**config.mk**
```make
export PLATFORM = sky130hd
export DESIGN_NAME = uart_tx_scheduler_flat
export DESIGN_NICKNAME = d
export VERILOG_FILES = /design/src/rtl/uart_pkg.sv /design/src/rtl/uart_tx_scheduler_if.sv /design/src/rtl/uart_bit_timer.sv /design/src/rtl/uart_tx_scheduler.sv /design/src/flat_wrapper.sv
export SDC_FILE = /design/constraint.sdc
export NUM_CORES = 1
export LEC_CHECK = 0
export CORE_ASPECT_RATIO = 1.75
export CORE_UTILIZATION = 34
export CTS_BUF_LIST = sky130_fd_sc_hd__clkbuf_4 sky130_fd_sc_hd__clkbuf_8 sky130_fd_sc_hd__clkbuf_16
export CTS_CLUSTER_DIAMETER = 150
export DETAILED_ROUTE_END_ITERATION = 10
export GPL_ROUTABILITY_DRIVEN = 0
export HOLD_SLACK_MARGIN = 0.02
export PLACE_DENSITY_LB_ADDON = 0.05
export SETUP_SLACK_MARGIN = 0.1
export SLEW_MARGIN = 20
export SYNTH_ARGS = -nofsm -noshare
export SYNTH_HDL_FRONTEND = slang
export SYNTH_SLANG_ARGS = --single-unit
```
**constraint.sdc**
```tcl
create_clock -name clock -period 2 [get_ports clock]
set_clock_uncertainty 0.15 [all_clocks]
set_input_delay 0.2 -clock clock [delete_from_list [all_inputs] [get_ports clock]]
set_output_delay 0.2 -clock clock [all_outputs]
set_load 0.02 [all_outputs]
```
**src/rtl/uart_pkg.sv**
```systemverilog
// -----------------------------------------------------------------------------
// uart_pkg
//
// Shared definitions for the buffered UART transmit and receive paths.
//   tx_state_t        : transmit scheduler state encoding
//   FRAME_COUNT_WIDTH : width of the completed-frame counter
//   timer_width()     : counter width needed to count 0..clks_per_bit-1
//   index_width()     : counter width needed to index 0..data_width-1
// -----------------------------------------------------------------------------
package uart_pkg;

    localparam int FRAME_COUNT_WIDTH = 16;

    typedef enum logic [2:0] {
        IDLE   = 3'd0,
        FETCH  = 3'd1,
        START  = 3'd2,
        DATA   = 3'd3,
        PARITY = 3'd4,
        STOP   = 3'd5
    } tx_state_t;

    // At least one bit wide so degenerate parameters still give a legal vector.
    function automatic int timer_width(input int clks_per_bit);
        return (clks_per_bit > 1) ? $clog2(clks_per_bit) : 1;
    endfunction

    function automatic int index_width(input int data_width);
        return (data_width > 1) ? $clog2(data_width) : 1;
    endfunction

endpackage

```
**src/rtl/uart_tx_scheduler_if.sv**
```systemverilog
// -----------------------------------------------------------------------------
// uart_tx_scheduler_if
//
// Read-side handshake between the TX FIFO and the transmit scheduler.
//   fifo_empty : FIFO empty flag (FIFO -> scheduler)
//   fifo_pop   : one-cycle read strobe (scheduler -> FIFO)
//   fifo_data  : registered read data, valid the cycle after fifo_pop
//
// Modports:
//   master : the scheduler, which owns the pop strobe
//   slave  : the FIFO read port
// -----------------------------------------------------------------------------
interface uart_tx_scheduler_if #(
    parameter int DATA_WIDTH = 8
);

    logic                  fifo_empty;
    logic                  fifo_pop;
    logic [DATA_WIDTH-1:0] fifo_data;

    modport master (
        input  fifo_empty,
        input  fifo_data,
        output fifo_pop
    );

    modport slave (
        output fifo_empty,
        output fifo_data,
        input  fifo_pop
    );

endinterface

```
**src/rtl/uart_bit_timer.sv**
```systemverilog
// -----------------------------------------------------------------------------
// uart_bit_timer
//
// Serial bit-period timer shared by the UART TX and RX paths. Counts
// 0..CLKS_PER_BIT-1 and wraps; bit_end marks the last cycle of each period.
//
// Ports:
//   clock   : system clock, rising-edge active
//   reset   : asynchronous active-high reset, counter returns to 0
//   clear   : synchronous hold-at-zero; the period after clear drops
//             starts at count 0
//   bit_end : high during the final cycle of a bit period
// -----------------------------------------------------------------------------
module uart_bit_timer
    import uart_pkg::*;
#(
    parameter int CLKS_PER_BIT = 16
) (
    input  logic clock,
    input  logic reset,
    input  logic clear,
    output logic bit_end
);

    localparam int            TW       = timer_width(CLKS_PER_BIT);
    localparam logic [TW-1:0] LAST_CNT = TW'(CLKS_PER_BIT - 1);

    logic [TW-1:0] count;

    // Suppressed during clear so a held-off timer never reports a bit end.
    assign bit_end = !clear && (count == LAST_CNT);

    always_ff @(posedge clock or posedge reset) begin
        if (reset) begin
            count <= '0;
        end else if (clear || bit_end) begin
            count <= '0;
        end else begin
            count <= count + TW'(1);
        end
    end

endmodule

```
**src/rtl/uart_tx_scheduler.sv**
```systemverilog
// -----------------------------------------------------------------------------
// uart_tx_scheduler
//
// Transmit-side controller for the buffered UART. Pops a byte from the TX
// FIFO whenever it is non-empty and enabled, then serialises it as
// start bit, data LSB-first, optional even parity, STOP_BITS stop bits.
//
// Parameters:
//   DATA_WIDTH   : data bits per frame (must match the FIFO width)
//   CLKS_PER_BIT : clock cycles per serial bit (>= 2)
//   STOP_BITS    : 1 or 2
//
// Ports:
//   clock       : system clock, rising-edge active
//   reset       : asynchronous active-high reset
//   enable      : permits fetching new bytes; a started frame always completes
//   fifo        : TX FIFO read handshake (master modport: pop out, empty/data in)
//   tx          : registered serial output, idles high
//   busy        : registered, high whenever the scheduler is not IDLE
//   frame_count : completed frames, wraps modulo 2^16
//
// Build option:
//   UART_TX_PARITY_EN : when defined, an even-parity bit is sent between the
//                       last data bit and the stop bit(s).
//
// Timing: a pop sampled at edge E puts the FIFO byte on fifo_data for the
// FETCH cycle; it is latched at edge E+1, where tx also falls for START.
// -----------------------------------------------------------------------------
module uart_tx_scheduler
    import uart_pkg::*;
#(
    parameter int DATA_WIDTH   = 8,
    parameter int CLKS_PER_BIT = 16,
    parameter int STOP_BITS    = 1
) (
    input  logic                         clock,
    input  logic                         reset,
    input  logic                         enable,
    uart_tx_scheduler_if.master          fifo,
    output logic                         tx,
    output logic                         busy,
    output logic [FRAME_COUNT_WIDTH-1:0] frame_count
);

    localparam int            IW        = index_width(DATA_WIDTH);
    localparam logic [IW-1:0] LAST_DATA = IW'(DATA_WIDTH - 1);
    localparam logic [IW-1:0] LAST_STOP = IW'(STOP_BITS - 1);

    tx_state_t             state;
    logic [DATA_WIDTH-1:0] shift_reg;
    logic [DATA_WIDTH-1:0] shift_next;
    logic [IW-1:0]         bit_index;
    logic                  timer_clear;
    logic                  bit_end;

`ifdef UART_TX_PARITY_EN
    logic parity_bit;
`endif

    // The timer is held at zero until START so the start bit gets a full
    // period beginning on the cycle after FETCH.
    assign timer_clear = (state == IDLE) || (state == FETCH);

    uart_bit_timer #(
        .CLKS_PER_BIT(CLKS_PER_BIT)
    ) u_bit_timer (
        .clock   (clock),
        .reset   (reset),
        .clear   (timer_clear),
        .bit_end (bit_end)
    );

    // Mealy pop: only from IDLE, only when data is present, never in reset,
    // so the FIFO cannot underflow and no byte is lost to a held reset.
    assign fifo.fifo_pop = (state == IDLE) && enable && !fifo.fifo_empty && !reset;

    // tx is registered, so each transition loads the level of the bit that
    // the next state will drive.
    assign shift_next = shift_reg >> 1;

    always_ff @(posedge clock or posedge reset) begin
        if (reset) begin
            state       <= IDLE;
            tx          <= 1'b1;
            busy        <= 1'b0;
            frame_count <= '0;
            bit_index   <= '0;
            shift_reg   <= '0;
`ifdef UART_TX_PARITY_EN
            parity_bit  <= 1'b0;
`endif
        end else begin
            case (state)
                IDLE: begin
                    if (fifo.fifo_pop) begin
                        state <= FETCH;
                        busy  <= 1'b1;
                    end
                end

                FETCH: begin
                    shift_reg  <= fifo.fifo_data;
`ifdef UART_TX_PARITY_EN
                    parity_bit <= ^fifo.fifo_data;
`endif
                    bit_index  <= '0;
                    tx         <= 1'b0;
                    state      <= START;
                end

                START: begin
                    if (bit_end) begin
                        tx    <= shift_reg[0];
                        state <= DATA;
                    end
                end

                DATA: begin
                    if (bit_end) begin
                        shift_reg <= shift_next;
                        if (bit_index == LAST_DATA) begin
                            bit_index <= '0;
`ifdef UART_TX_PARITY_EN
                            tx        <= parity_bit;
                            state     <= PARITY;
`else
                            tx        <= 1'b1;
                            state     <= STOP;
`endif
                        end else begin
                            bit_index <= bit_index + IW'(1);
                            tx        <= shift_next[0];
                        end
                    end
                end

`ifdef UART_TX_PARITY_EN
                PARITY: begin
                    if (bit_end) begin
                        tx        <= 1'b1;
                        bit_index <= '0;
                        state     <= STOP;
                    end
                end
`endif

                STOP: begin
                    // bit_index is reused to count stop-bit periods.
                    if (bit_end) begin
                        if (bit_index == LAST_STOP) begin
                            bit_index   <= '0;
                            frame_count <= frame_count + FRAME_COUNT_WIDTH'(1);
                            busy        <= 1'b0;
                            state       <= IDLE;
                        end else begin
                            bit_index <= bit_index + IW'(1);
                        end
                    end
                end

                default: begin
                    tx        <= 1'b1;
                    busy      <= 1'b0;
                    bit_index <= '0;
                    state     <= IDLE;
                end
            endcase
        end
    end

endmodule
```
**src/flat_wrapper.sv**
```systemverilog
// flat-port wrapper written by rule: the top's interface ports become plain ports
module uart_tx_scheduler_flat import uart_pkg::*;
#(
    parameter int DATA_WIDTH   = 8,
    parameter int CLKS_PER_BIT = 16,
    parameter int STOP_BITS    = 1
)
  (clock, reset, enable, tx, busy, frame_count, fifo_fifo_empty, fifo_fifo_data, fifo_fifo_pop);
  uart_tx_scheduler_if #(.DATA_WIDTH(DATA_WIDTH)) fifo_i ();
  input  logic clock;
  input  logic reset;
  input  logic enable;
  output logic tx;
  output logic busy;
  output logic [FRAME_COUNT_WIDTH-1:0] frame_count;
  input wire logic [$bits(fifo_i.fifo_empty)-1:0] fifo_fifo_empty;
  input wire logic [$bits(fifo_i.fifo_data)-1:0] fifo_fifo_data;
  output wire logic [$bits(fifo_i.fifo_pop)-1:0] fifo_fifo_pop;
  assign fifo_i.fifo_empty = fifo_fifo_empty;
  assign fifo_i.fifo_data = fifo_fifo_data;
  assign fifo_fifo_pop = fifo_i.fifo_pop;
  uart_tx_scheduler #(.DATA_WIDTH(DATA_WIDTH), .CLKS_PER_BIT(CLKS_PER_BIT), .STOP_BITS(STOP_BITS)) u_core (.clock(clock), .reset(reset), .enable(enable), .fifo(fifo_i), .tx(tx), .busy(busy), .frame_count(frame_count));
endmodule
```
### Word level (Yosys, flattened, before mapping)

Index checks and enable logic that the tools add are counted.
Widths: inputs -> output; s select.

| cells by class | value |
|---|---|
| bitwise operators | 3 |
| shifts and indexed selects | 0 |
| reduce and logical (&&, ||, !) cells | 21 |
| div/mod/pow operators | 0 |
| $add $sub $neg | 3 |
| muxes and demuxes | 23 |
| $mul | 0 |
| magnitude comparators | 0 |
| eq/ne operators | 12 |

Operators with widths:

| operator | number |
|---|---|
| $mux 3 | 10 |
| $add 16x1->16 const B | 1 |
| $pmux 8 s2 | 1 |
| $pmux 3 s5 | 1 |
| $pmux 3 s3 | 1 |
| $reduce_and 3->1 | 3 |
| $mux 8 | 1 |
| $ne 2x2->1 const B | 4 |
| $eq 3x2->1 const B | 2 |
| $eq 3x3->1 const B | 2 |
| $logic_not 3->1 | 2 |
| $mux 1 | 6 |
| $reduce_and 6->1 | 1 |
| $add 4x1->4 const B | 1 |
| $eq 4x4->1 const B | 1 |
| $logic_and 1x1->1 | 4 |
| $mux 4 | 1 |
| $ne 2x1->1 const B | 2 |
| $pmux 1 s4 | 1 |
| $reduce_and 4->1 | 1 |
| $reduce_or 2->1 | 2 |
| $add 3x1->3 const B | 1 |
| $eq 3x1->1 const B | 1 |
| $logic_not 1->1 | 3 |
| other kinds (6) | 9 |

| word-level totals | value |
|---|---|
| ROM bits | 0 |
| output and inout bits | 19 |
| bits in registers | 36 |
| word-level logic and storage cells | 69 |
| memories | 0 |
| input port bits | 12 |
| bits in latches | 0 |
| RAM bits | 0 |

### Logic depth before layout (Yosys ltp)

| depth | value |
|---|---|
| depth after elaboration | 6 |
| mapped depth | 6 |

### Cells and area by module

From an unflattened synthesis, not the netlist that was laid out.

| second synthesis, totals | value |
|---|---|
| cell total of the unflattened synthesis | 174 |
| area total of the unflattened synthesis | 1,813.0 um2 |

By module, submodules not included:

| module | sequential area each (um2) | cells an instance | area an instance (um2) | times used |
|---|---|---|---|---|
| uart_tx_scheduler | 802.0 | 159 | 1,635.3 | 1 |
| uart_bit_timer | 100.1 | 15 | 177.7 | 1 |

### Worst setup path after synthesis

OpenSTA, ideal clock, no wires.

| path | value |
|---|---|
| kind | flip-flop to flip-flop |
| start point | register u_core.u_bit_timer.count[0] |
| end point | register u_core.frame_count[6] |
| arrival | 1,422 ps |
| required time | 1,719 ps |
| buffers on the path | 1 |
| setup slack | 297 ps |
| library setup time | 131 ps |
| period minus slack after synthesis | 1,703 ps |
| cell stages (with the launch flop) | 7 |
| cells stage by stage | dfrtp_1 ha_1 and4_1 buf_2 and4_4 and4_4 xor2_2 |

| between the ends | value |
|---|---|
| longest elaborated chain between the ends | 3 |

Ends and longest elaborated chain:

| what | line | text |
|---|---|---|
| start: declaration | uart_bit_timer.sv:28 | `logic [TW-1:0] count;` |
| start signal: assignment | uart_bit_timer.sv:39 | `count <= count + TW'(1);` |
| $eq 4x4->1 | uart_bit_timer.sv:31 | `assign bit_end = !clear && (count == LAST_CNT);` |
| $logic_and 1x1->1 | uart_bit_timer.sv:31 |  |
| $reduce_and 3->1 (no source line) | - |  |
| end signal: assignment | uart_tx_scheduler.sv:152 | `frame_count <= frame_count + FRAME_COUNT_WIDTH'(1);` |
| end: declaration | uart_tx_scheduler.sv:42 | `output logic [FRAME_COUNT_WIDTH-1:0] frame_count` |

Every way passes these cells.
A chain may end at the register's enable or synchronous reset.

### Worst setup path in the final report

| path | value |
|---|---|
| start point | register u_core.u_bit_timer.count[0] |
| end point | register u_core.bit_index[2] |

| between the ends | value |
|---|---|
| longest elaborated chain between the ends | 4 |

Ends and longest elaborated chain:

| what | line | text |
|---|---|---|
| $eq 4x4->1 * | uart_bit_timer.sv:31 |  |
| $logic_and 1x1->1 * | uart_bit_timer.sv:31 |  |
| $ne 2x2->1 (no source line) | - |  |
| $reduce_and 3->1 (no source line) * | - |  |
| end signal: assignment | uart_tx_scheduler.sv:131 | `bit_index <= bit_index + IW'(1);` |
| end signal: assignment | uart_tx_scheduler.sv:156 | `bit_index <= bit_index + IW'(1);` |
| end: declaration | uart_tx_scheduler.sv:52 | `logic [IW-1:0] bit_index;` |

Every way passes the cells marked *; elsewhere a longest branch is shown, timed or not.

==> flow_metrics.tcl <==
set metrics [dict create \
    clkLatencyLatePin_ns 0.29 \
    synth_top_area_cell "dfrtp_1" \
    stdcell_count 272 \
    failed_checks "design-rule violations" \
    status "complete, but fails checks" \
    ys_types 40 \
    power.internal_w 0.001072 \
    first_iter_violations 37 \
    placed_cells 264 \
    grt-ovfl-total 0 \
    yosys_warnings 0 \
    cellPowerDensity_mw_per_mm2 574.0 \
    power.leakage_nw 1.072 \
    track_usage_pct 15.42 \
    fin_crit_sh_pct 91.38 \
    ctsLongestPathBuffers 2 \
    h-tree-depth 2 \
    syn_to_final_growth_pct 30.23 \
    drv_cap 0 \
    vias_per_cell 5.382 \
    cp_max_fo 5 \
    final_antenna_net_count 0 \
    async_flop_share_pct 100.0 \
    p_clk_share_pct 41.4 \
    grt.met1_usage_pct 16.86 \
    grt_max_degree 16 \
    path_class "reg -> reg" \
    gr-max-usage-layer "met2" \
    drive_above_1_share_pct 15.60 \
    die_area_mm2 0.005651 \
    grtUsageMet3_pct 2.887 \
    start_kind "flip-flop" \
    grt_pass1_vias 1481 \
    nets 235 \
    dieWidth_um 57.26 \
    p_total_w 0.001358 \
    grt_pass1_wl_mm 6.755 \
    floorplan.initialDensity_pct 35.89 \
    core-area_mm2 0.005062 \
    nFillCells 499 \
    syn_nets 193 \
    path_clk_slew_ns 0.07 \
    seq_area_um2 902.1 \
    yosysTopAreaCellShare_pct 48.21 \
    switchingPower_w 0.0002858 \
    peakVddDrop_v 0.0003833 \
    slew_violations 0 \
    max_slew_margin_pct 72.37 \
    root_buffer "clkbuf_8" \
    vias 1464 \
    antenna_found_initial 0 \
    path_buf_inv 0 \
    largest_register_ffs 16 \
    synth_common_cells "dfrtp_1 (35), nor2_1 (24), a21oi_1 (10), nand2_1 (10), nand3_1 (10)" \
    multi_input_area_um2 884.6 \
    max_slew.worst_pin.slew_ns 0.4134 \
    hold_violations 0 \
    fmax_mhz 547.2 \
    antennaDiodeCount 0 \
    drt_pass1_iterations 7 \
    drt_wl_total_mm 4.055 \
    path_cells "ha_1, and3_1, o221ai_2, mux2_2" \
    hold_class "in -> async" \
    synth_edf_count 0 \
    wire_per_inst_um 14.91 \
    die_h_um 98.70 \
    cts_tree "done" \
    post-route-min-period_ns 1.828 \
    synth-seq-area-share_pct 49.66 \
    setup_violations 0 \
    ys_ff_latch 36 \
    p_sw_share_pct 21.04 \
    critPathCaptureType "flip-flop" \
    io_pins 31 \
    critPathTopFamily "flip-flops" \
    combPwrFrac_pct 4.1 \
    clkSinkCount 36 \
    drc 11 \
    synth_most_common_cell "dfrtp_1" \
    hpwlAfterDp_mm 3.019 \
    rsz0062_at_grt "yes" \
    io_buffers 30 \
    avgSynthCellArea_um2 10.32 \
    numCtsBuffers 5 \
    p_seq_share_pct 54.5 \
    rows 34 \
    synth_area_mm2 0.001817 \
    crit_arrival_ns 1.85 \
    synthCells 176 \
    synth-main-ff-cell "dfrtp_1" \
    critPathRequiredTime_ns 2.02 \
    max_stage_delay_ns 0.40 \
    synth.area.top_cells "dfrtp_1 (48%), nor2_1 (5.0%), xnor2_1 (4.3%)" \
    timing.hold.ws_ns 0.07088 \
    critPathSlowestCell "dfrtp_1" \
    use_met2_pct 28.42 \
]
==> worst paths after layout <==
| kind | startpoint | to | slack, ns | depth (start not counted) |
|---|---|---|---|---|
| max | u_core.u_bit_timer.count[0] | u_core.bit_index[2] | 0.17 | 4 |
| min | reset | u_core.shift_reg[3] | 0.07 | 2 |
| max reg2reg | u_core.u_bit_timer.count[0] | u_core.bit_index[2] | 0.17 | 4 |
| min reg2reg | u_core.u_bit_timer.count[0] | u_core.u_bit_timer.count[0] | 0.32 | 1 |
| max in group asynchronous | reset | u_core.u_bit_timer.count[3] | 1.10 | 3 |
| min in group clock | u_core.u_bit_timer.count[0] | u_core.u_bit_timer.count[0] | 0.32 | 1 |
==> power by group through the flow <==
stage               clock network (W)   logic, W  registers (W)
CTS                          0.000584  0.0000575       0.000740
global placement                    0  0.0000566       0.000754
floorplan                           0  0.0000217       0.000754
detailed placement                  0  0.0000571       0.000754
finish                       0.000563  0.0000553       0.000740
global route                 0.000610  0.0000632       0.000741
==> logic make-up (layout without fill, tap and decap cells) <==
family,after synthesis,in the layout,share of synthesized area [%]
flops,36,36,49.66
xor+xnor,17,17,8.609
compound gates,25,25,9.230
simple gates,67,67,19.08
mux,10,10,5.716
fa+ha+maj,6,6,3.995
buf+inv,15,57,3.718
==> repair_timing <==
action	4_1_cts	5_1_grt
gates resized for setup	1	10
buffers inserted	0	1
gates cloned	0	0
endpoints found under the hold margin	0	0
pin swaps	0	2
endpoints found under the setup margin	1	10
hold buffers	0	0
==> metal layers <==
metal	routed length, µm	up-vias
li1	-	692
met1	1605	729
met4	87	0
met3	171	8
met5	0	-
met2	2190	35
==> final cells by class <==
| type | count | area share (%) |
|---|---|---|
| Timing Repair Buffer | 41 | 16.13 |
| Multi-Input combinational cell | 125 | 37.39 |
| Inverter | 9 | 1.428 |
| Sequential cell | 36 | 38.13 |
| Tap cell | 54 | 2.856 |
| Clock buffer | 7 | 4.072 |
==> cell usage in the layout, fill, tap and decap left out, types with 2 or more instances in the layout <==
cell type / count
mux2_2: 3
clkbuf_8: 7
nor4_1: 2
and4_4: 3
ha_1: 4
inv_1: 8
nand4_1: 4
clkdlybuf4s50_1: 29
nand2b_1: 3
a21oi_1: 10
o21ai_0: 4
xor2_1: 7
dfrtp_1: 35
and3_1: 3
nand2_1: 10
xnor2_1: 9
nor2b_1: 2
nor2_1: 24
mux2i_1: 7
nand3_1: 9
buf_4: 11
==> through the flow <==
stage               setup TNS [ns]  instance area [µm²]  setup slack, ns  utilization (%)
global route                     0                 2366          0.06560            46.74
floorplan                        0                 1817           0.2972                -
global placement          -0.07628                 2226         -0.07628            43.97
finish                           0                 2366           0.1725            46.74
CTS                              0                 2321           0.1333            45.85
detailed placement         -0.1427                 2226          -0.1427            43.97
Power figures use the tool's default switching activity.
